## config.mk

```make
export PLATFORM = sky130hd
export DESIGN_NAME = writeback_stage
export DESIGN_NICKNAME = d
export VERILOG_FILES = /design/src/rtl/writeback_stage.sv
export SDC_FILE = /design/constraint.sdc
export NUM_CORES = 1
export LEC_CHECK = 0
export BUFFER_PORTS_ARGS = -buffer_cell sky130_fd_sc_hd__buf_2
export CAP_MARGIN = 20
export CORE_MARGIN = 1.5
export CORE_UTILIZATION = 47
export DETAILED_ROUTE_END_ITERATION = 8
export GPL_TIMING_DRIVEN = 0
export PLACE_DENSITY = 0.78
export SLEW_MARGIN = 20
export SYNTH_ARGS = -nofsm -noshare
export SYNTH_HDL_FRONTEND = slang
export SYNTH_SLANG_ARGS = --single-unit
```

## constraint.sdc

```tcl
create_clock -name Clk -period 1.7 [get_ports Clk]
set_input_delay 0.17 -clock Clk [delete_from_list [all_inputs] [get_ports Clk]]
set_output_delay 0.17 -clock Clk [all_outputs]
set_load 0.005 [all_outputs]
```

## src/rtl/writeback_stage.sv

```systemverilog
// MIPS write-back stage: MEM/WB register, result select, MOVZ/MOVN resolve, HI/LO and retire count.
// Latency: result presented from the accept edge until its commit edge; HI/LO/count visible one cycle after commit.
// Backpressure: InReady = ~OutValid | OutReady, so a stalled full entry blocks upstream with no bubble on release.
module writeback_stage #(
  parameter int DATA_WIDTH = 32,
  parameter int ADDR_WIDTH = 5,
  parameter int CNT_WIDTH  = 32
) (
  input  logic                    Clk,
  input  logic                    Rst,
  input  logic                    InValid,
  output logic                    InReady,
  input  logic [DATA_WIDTH-1:0]   MemoryReadData,
  input  logic [DATA_WIDTH-1:0]   ALUResult,
  input  logic                    Zero,
  input  logic [2*DATA_WIDTH-1:0] HiLoData,
  input  logic [ADDR_WIDTH-1:0]   InWriteReg,
  input  logic                    RegWrite,
  input  logic                    MemToReg,
  input  logic                    HiOrLo,
  input  logic                    HiToReg,
  input  logic                    DontMove,
  input  logic                    MoveOnNotZero,
  input  logic                    HiWrite,
  input  logic                    LoWrite,
  input  logic                    OutReady,
  output logic                    OutValid,
  output logic [DATA_WIDTH-1:0]   WriteData,
  output logic [ADDR_WIDTH-1:0]   WriteReg,
  output logic                    WriteEnable,
  output logic [DATA_WIDTH-1:0]   HiOut,
  output logic [DATA_WIDTH-1:0]   LoOut,
  output logic [CNT_WIDTH-1:0]    RetireCount
);

  typedef struct packed {
    logic [DATA_WIDTH-1:0]   memData;
    logic [DATA_WIDTH-1:0]   aluResult;
    logic                    zero;
    logic [2*DATA_WIDTH-1:0] hiLoData;
    logic [ADDR_WIDTH-1:0]   writeReg;
    logic                    regWrite;
    logic                    memToReg;
    logic                    hiOrLo;
    logic                    hiToReg;
    logic                    dontMove;
    logic                    moveOnNotZero;
    logic                    hiWrite;
    logic                    loWrite;
  } wbFields_t;

  wbFields_t             wbReg;
  wbFields_t             wbIn;
  logic                  validReg;
  logic [DATA_WIDTH-1:0] hiReg;
  logic [DATA_WIDTH-1:0] loReg;
  logic [CNT_WIDTH-1:0]  retireReg;
  logic                  accept;
  logic                  commit;
  logic                  move;
  logic [DATA_WIDTH-1:0] memSel;
  logic [DATA_WIDTH-1:0] hiLoSel;

  assign wbIn = '{
    memData:       MemoryReadData,
    aluResult:     ALUResult,
    zero:          Zero,
    hiLoData:      HiLoData,
    writeReg:      InWriteReg,
    regWrite:      RegWrite,
    memToReg:      MemToReg,
    hiOrLo:        HiOrLo,
    hiToReg:       HiToReg,
    dontMove:      DontMove,
    moveOnNotZero: MoveOnNotZero,
    hiWrite:       HiWrite,
    loWrite:       LoWrite
  };

  // A full entry only blocks upstream when downstream refuses it.
  assign InReady = ~validReg | OutReady;
  assign accept  = InValid & InReady;
  assign commit  = validReg & OutReady;

  // MEM/WB register: accept overwrites (also when committing the old entry the same cycle).
  always_ff @(posedge Clk) begin
    if (!Rst) begin
      validReg <= 1'b0;
      wbReg    <= '0;
    end else if (accept) begin
      validReg <= 1'b1;
      wbReg    <= wbIn;
    end else if (commit) begin
      validReg <= 1'b0;
    end
  end

  // Architectural HI/LO and retire counter change only when an instruction commits.
  always_ff @(posedge Clk) begin
    if (!Rst) begin
      hiReg     <= '0;
      loReg     <= '0;
      retireReg <= '0;
    end else if (commit) begin
      if (wbReg.hiWrite) hiReg <= wbReg.hiLoData[2*DATA_WIDTH-1:DATA_WIDTH];
      if (wbReg.loWrite) loReg <= wbReg.hiLoData[DATA_WIDTH-1:0];
      retireReg <= retireReg + CNT_WIDTH'(1);
    end
  end

  // Reads of HI/LO use the committed registers, so an instruction never sees its own HI/LO write.
  assign memSel  = wbReg.memToReg ? wbReg.memData : wbReg.aluResult;
  assign hiLoSel = wbReg.hiOrLo ? hiReg : loReg;
  assign move    = wbReg.dontMove | (wbReg.moveOnNotZero ? ~wbReg.zero : wbReg.zero);

  assign OutValid    = validReg;
  assign WriteData   = wbReg.hiToReg ? hiLoSel : memSel;
  assign WriteReg    = wbReg.writeReg;
  assign WriteEnable = commit & wbReg.regWrite & move & (wbReg.writeReg != '0);
  assign HiOut       = hiReg;
  assign LoOut       = loReg;
  assign RetireCount = retireReg;

endmodule
```

==> results.py, run 1 <==
metrics = {
    "run_status": {
        "outcome": "finished with violations",
        "violations": "negative setup slack",
    },
    "cts": {
        "cts_sinks": 239,
        "clkTransAtPathRegs_ns": 0.06,
        "cts_tree": "done",
        "htreeDepth": 1,
        "insertion_delay_ns": 0.52,
        "cts-root-buf": "clkbuf_16",
        "numCtsBuffers": 25,
        "cts_max_path_buffers": 3,
    },
    "yosys": {
        "netlist_area_mm2": 0.00962,
        "synth_flop_cell": "dfxtp_1",
        "ys_seq_area_share_pct": 49.7,
        "syn_area_per_cell_um2": 7.78,
        "syn_inst": 1237,
        "synth_seq_cells": 239,
        "syn_nets": 1384,
        "synthArstFlopShare_pct": 0,
        "yosysUniqueCellTypes": 32,
        "yosysWarnings": 0,
        "synth_edf_count": 0,
    },
    "grt": {
        "grt_max_degree": 14,
        "antenna_found_initial": 1,
        "grtUsageTotal_pct": 33.4,
        "overflow": 0,
        "grt_pass1_vias": 10700,
        "grt_pass1_wl_mm": 56.6,
    },
    "setup_path": {
        "worst-endpoint-arrival_ns": 1.80,
        "r2r-end": "RetireCount[17]",
        "endpoint_kind": "primary output",
        "reg2reg_from": "RetireCount[4]",
        "startpoint_type": "register",
        "cp.required_ns": 1.53,
        "crit_path_max_fanout": 5,
        "crit_type": "reg -> out",
        "ff2ff_setup_slack_ns": -0.07,
        "reg2reg_depth": 5,
    },
    "route": {
        "drt-vias-per-instance": 5.52,
        "drc_errors": 0,
        "wirelength_mm": 37.8,
        "first_iter_violations": 776,
        "num_vias": 11100,
        "wl_per_cell_um": 18.8,
        "drt-pass1-iter-count": 6,
        "ant_nets": 0,
    },
    "placed_design": {
        "hpwl_mm": 23.7,
        "dp_slack_ns": -0.764,
        "portBuffers": 281,
        "dp_cells": 1788,
        "gp_congestion": 0.866,
    },
    "floorplan": {
        "die_h_um": 146,
        "core_area_mm2": 0.0202,
        "start_util_pct": 47.7,
        "num_io_pins": 282,
        "die_x_um": 146,
        "rows": 52,
        "die_area_mm2": 0.0213,
    },
    "sta": {
        "hold_viol": 0,
        "maxSlewHeadroom_pct": 51.5,
        "min_period_over_period_pct": 116,
        "fin_skew_ns": 0.00640,
        "fin_crit_ns": 1.97,
        "setup_slack_ns": -0.273,
        "max_freq_mhz": 507,
        "setup_viol": 42,
        "drv_slew": 0,
        "rsz0062_at_grt": "true",
        "worstMarginPinSlew_ns": 0.727,
    },
    "worst_hold_path": {
        "min_to": "RetireCount[14]",
        "hold_depth": 4,
        "holdCritPathClass": "in -> reg",
        "hold_start": "Rst",
    },
    "finish": {
        "nFillCells": 1426,
        "fin_nets": 1866,
        "layout-drive-gt1-share_pct": 30.0,
        "areaGrowthSynthToFinish_pct": 53.4,
        "finalNonFillerCells": 2006,
    },
    "power_and_ir_drop": {
        "power.density_mw_per_mm2": 878,
        "irDropWorstVdd_mv": 0.802,
        "p_total_mw": 13.0,
        "leakagePower_nw": 6.12,
    },
    "run": {
        "maxCapViolCount": 0,
    },
}
[logic make-up after synthesis]
logic type	share of synthesized area, %
compound gates	17.4
xor+xnor	1.09
fa+ha+maj	0.130
buf+inv	4.45
flops	49.7
mux	3.54
simple gates	23.7
[metal layers]
metal | share of wire (%) | wire [um] | global-route usage [%] | vias to the layer above
met1 | 38 | 14300 | 40.4 | 5195
li1 | - | - | - | 5110
met3 | 8.0 | 3020 | 6.09 | 131
met5 | 0 | 0 | 0 | -
met4 | 4.7 | 1790 | 14.9 | 0
met2 | 49 | 18700 | 58.2 | 638
[how the worst max path moves through the flow]
stage,cells past startpoint,to,start
final,6,WriteData[15],wbReg[6]
after global routing,6,WriteData[15],wbReg[6]
after CTS,6,WriteData[14],wbReg[6]
after detailed placement,6,WriteData[11],wbReg[6]
after global placement,6,WriteData[11],wbReg[6]
after floorplan,7,RetireCount[26],RetireCount[1]
[worst max-delay path: stages, from the launching register on]
cell and delay (ns):
dfxtp_2 0.33, buf_8 0.13, clkbuf_16 0.15, clkbuf_16 0.17, a211oi_4 0.33, a21oi_2 0.04
buf_2 0.13
[cells in the final DEF (no fill, tap or decap), types with 4 or more instances in the layout]
master	instances
inv_1	4
buf_2	286
or4_1	9
buf_8	4
nor2_1	13
o31ai_2	4
mux2i_1	29
clkinv_2	5
nand2_1	428
nand3_1	5
buf_6	9
o31ai_4	4
o21ai_0	4
clkbuf_1	43
xnor2_1	4
xor2_1	8
dfxtp_1	219
clkbuf_4	12
a21oi_2	12
a211oi_2	14
dfxtp_2	12
or4_4	6
dfxtp_4	8
clkbuf_8	9
dlygate4sd3_1	144
nor2b_1	23
o31ai_1	6
a211oi_4	16
a21oi_1	246
clkbuf_2	17
nand4_1	10
buf_4	39
clkbuf_16	29
nor2b_2	8
[final cells by class]
cell class                 count  area, um2  share of cell area [%]
inverter                       4       15.0                   0.102
antenna                        1       2.50                  0.0170
tap                          270        338                    2.29
buffer                        98        693                    4.70
timing repair buffer         458       3120                    21.1
clock buffer                  37        721                    4.88
multi-input combinational    893       4980                    33.8
sequential                   239       4830                    32.7
clock inverter                 6       55.1                   0.373
[state kept, by name, indices dropped and copies added, names as in the netlist]
signal / flops
OutValid: 1
RetireCount: 32
WriteReg: 5
LoOut: 32
HiOut: 32
wbReg: 137
[stage by stage]
stage                     hold WS [ns]  area, um2   TNS, ns  utilization (%)
after floorplan                  0.292       9670  -0.00621                -
after CTS                       0.0541      14300     -6.85             71.1
after global routing            0.0924      14800     -9.15             73.2
after detailed placement         0.417      11400    -64.77             56.6
after global placement           0.412      11400    -59.58             56.6
final                           0.0744      14800     -6.77             73.2
[report_power, final]
group / internal, mW / switching [mW] / total (mW)
sequential: 5.80 / 0.137 / 5.94
clock: 3.06 / 2.23 / 5.29
combinational: 0.818 / 0.908 / 1.73
total: 9.68 / 3.27 / 13.0
[synth_stat cells (7+ instances only)]
| cell type | number | area share, % |
|---|---|---|
| o31ai_1 | 14 | 1.1 |
| mux2i_1 | 34 | 3.5 |
| dfxtp_1 | 239 | 50 |
| nor2b_1 | 32 | 2.1 |
| nand3_1 | 7 | 0.36 |
| xor2_1 | 8 | 0.73 |
| or4_1 | 15 | 1.2 |
| nand2_1 | 431 | 17 |
| nor2_1 | 13 | 0.51 |
| clkbuf_1 | 85 | 3.3 |
| a211oi_1 | 32 | 2.5 |
| nand4_1 | 10 | 0.65 |
| a21oi_1 | 258 | 13 |
[repair_timing]
item	4_1_cts	5_1_grt
cloned	3	0
hold buffers	144	0
endpoints found under the hold margin	145	0
setup endpoints to repair	185	226
gates resized for setup	143	132
pin swaps	23	24
buffers inserted	19	11
No activity file was read; power rests on OpenSTA's default activity.
==> run 2, diff against run 1 <==
==> constraint.sdc (replaced) <==
create_clock -name Clk -period 1.8 [get_ports Clk]
set_input_delay 0.18 -clock Clk [delete_from_list [all_inputs] [get_ports Clk]]
set_output_delay 0.18 -clock Clk [all_outputs]
set_load 0.005 [all_outputs]
==> results.py, run 2 (same netlist as run 1, synthesis figures left out) <==
metrics = {
    "placed_design": {
        "hpwl_mm": 23.9,
        "dp_cells": 1788,
        "placed_cell_area_mm2": 0.0114,
        "gp_congestion": 0.907,
        "portBuffers": 281,
    },
    "sta": {
        "maxSlewHeadroom_pct": 54.9,
        "rsz0062_at_grt": "true",
        "drv_slew": 0,
        "hold_viol": 0,
        "fin_crit_ns": 2.00,
        "max_freq_mhz": 499,
        "setup_viol": 33,
        "worstMarginPinSlew_ns": 0.676,
        "setup_slack_ns": -0.203,
        "hold_slack_ns": 0.179,
        "fin_skew_ns": 0.0170,
        "setup_tns_ns": -3.54,
        "min_period_over_period_pct": 111,
    },
    "power_and_ir_drop": {
        "leakagePower_nw": 5.95,
        "irDropWorstVdd_mv": 0.630,
        "power.density_mw_per_mm2": 858,
    },
    "cts": {
        "cts_tree": "done",
        "cts-root-buf": "clkbuf_16",
        "numCtsBuffers": 25,
        "cts_sinks": 239,
        "clkTransAtPathRegs_ns": 0.06,
        "htreeDepth": 1,
        "cts_max_path_buffers": 3,
        "insertion_delay_ns": 0.53,
    },
    "setup_path": {
        "critPathMaxStageDelay_ns": 0.33,
        "startpoint_type": "register",
        "worst-endpoint-arrival_ns": 1.82,
        "cp.required_ns": 1.62,
        "path_cells": "buf_8 -> clkbuf_16 -> clkbuf_16 -> a211oi_2 -> a21oi_1 -> buf_2",
        "critPathTopFamily": "buffers and inverters",
        "crit_top_cell": "clkbuf_16",
        "endpoint_kind": "primary output",
        "cp_num_buf_inv": 4,
        "cp_slowest_cell": "dfxtp_2",
        "crit_type": "reg -> out",
        "crit_path_max_fanout": 6,
    },
    "route": {
        "drt-pass1-iter-count": 5,
        "wl_per_cell_um": 19.0,
        "num_vias": 11000,
        "wirelength_mm": 37.8,
        "first_iter_violations": 652,
        "ant_nets": 0,
        "drt-vias-per-instance": 5.53,
        "drc_errors": 0,
    },
    "floorplan": {
        "num_io_pins": 282,
        "die_h_um": 146,
        "die_area_mm2": 0.0213,
        "core_area_mm2": 0.0202,
        "die_x_um": 146,
        "start_util_pct": 47.7,
        "rows": 52,
    },
    "finish": {
        "largest_register_ffs": 137,
        "final_cell_mix": "nand2_1, buf_2, a21oi_1",
        "top_register": "wbReg",
        "fin_nets": 1846,
        "layout-drive-gt1-share_pct": 27.5,
        "finalNonFillerCells": 1989,
        "stdcell_area_mm2": 0.0144,
        "mostFrequentLayoutCell": "nand2_1",
        "areaGrowthSynthToFinish_pct": 50.2,
        "final_util_pct": 71.6,
    },
    "grt": {
        "grtUsageTotal_pct": 33.4,
        "grt_pass1_vias": 10600,
        "grt_pass1_wl_mm": 56.7,
        "antenna_found_initial": 2,
        "overflow": 0,
        "grt_max_degree": 14,
    },
    "run_status": {
        "violations": "negative setup slack",
        "outcome": "finished with violations",
    },
    "worst_hold_path": {
        "holdCritPathClass": "in -> reg",
    },
    "run": {
        "maxCapViolCount": 0,
    },
}
==> run 2: layout make-up <==
type	count	area (um2)
clock inverters	10	109
clock buffers	35	703
flip-flops and latches	239	4820
plain buffers	98	638
fillers	1513	5720
repair buffers	438	2980
diodes	2	5.00
well taps	270	338
multi-input cells	893	4840
inverters	4	15.0
==> run 2: tightest hold or removal path: cells and delay by family <==
kind	cells	cell delay, ns
AO/OA/AOI/OAI	1	0.09
buffers and inverters	1	0.16
AND/OR/NAND/NOR	1	0.23
==> run 2: stage by stage <==
| step | total power, mW | setup WS, ns |
|---|---|---|
| final | 12.4 | -0.203 |
| after global placement | 6.81 | -0.697 |
| after global routing | 12.7 | -0.222 |
| after floorplan | 6.28 | 0.00801 |
| after CTS | 12.3 | -0.194 |
| after detailed placement | 6.83 | -0.673 |
==> run 2: final timing paths <==
kind	from	endpoint	slack (ns)	depth (start not counted)
setup / recovery	wbReg[6]	WriteData[15]	-0.20	6
hold / removal	OutReady	OutValid	0.18	3
setup reg to reg	OutValid	LoOut[18]	-0.01	5
hold reg to reg	wbReg[88]	wbReg[88]	0.45	2
==> run 2: per-layer routing <==
layer	global-route usage (%)	part of all wire [%]	wire length, um
met2	57.5	48	18300
met4	15.5	4.9	1840
met3	5.78	8.7	3270
met1	40.9	38	14300
met5	0	0	0
==> run 2: what timing repair did <==
item / 4_1_cts / 5_1_grt
gates cloned: 2 / 1
setup endpoints to repair: 175 / 172
hold buffers: 144 / 0
setup buffers: 7 / 3
pin swaps: 6 / 15
gates resized for setup: 125 / 92
endpoints found under the hold margin: 145 / 0
==> run 2: where the power goes <==
group          switching (mW)  leakage [nW]  internal (mW)  total [mW]
logic                   0.856          3.60          0.747        1.60
registers               0.134          1.96           5.47        5.61
clock network            2.17         0.397           3.01        5.18
total                    3.16          5.95           9.23        12.4
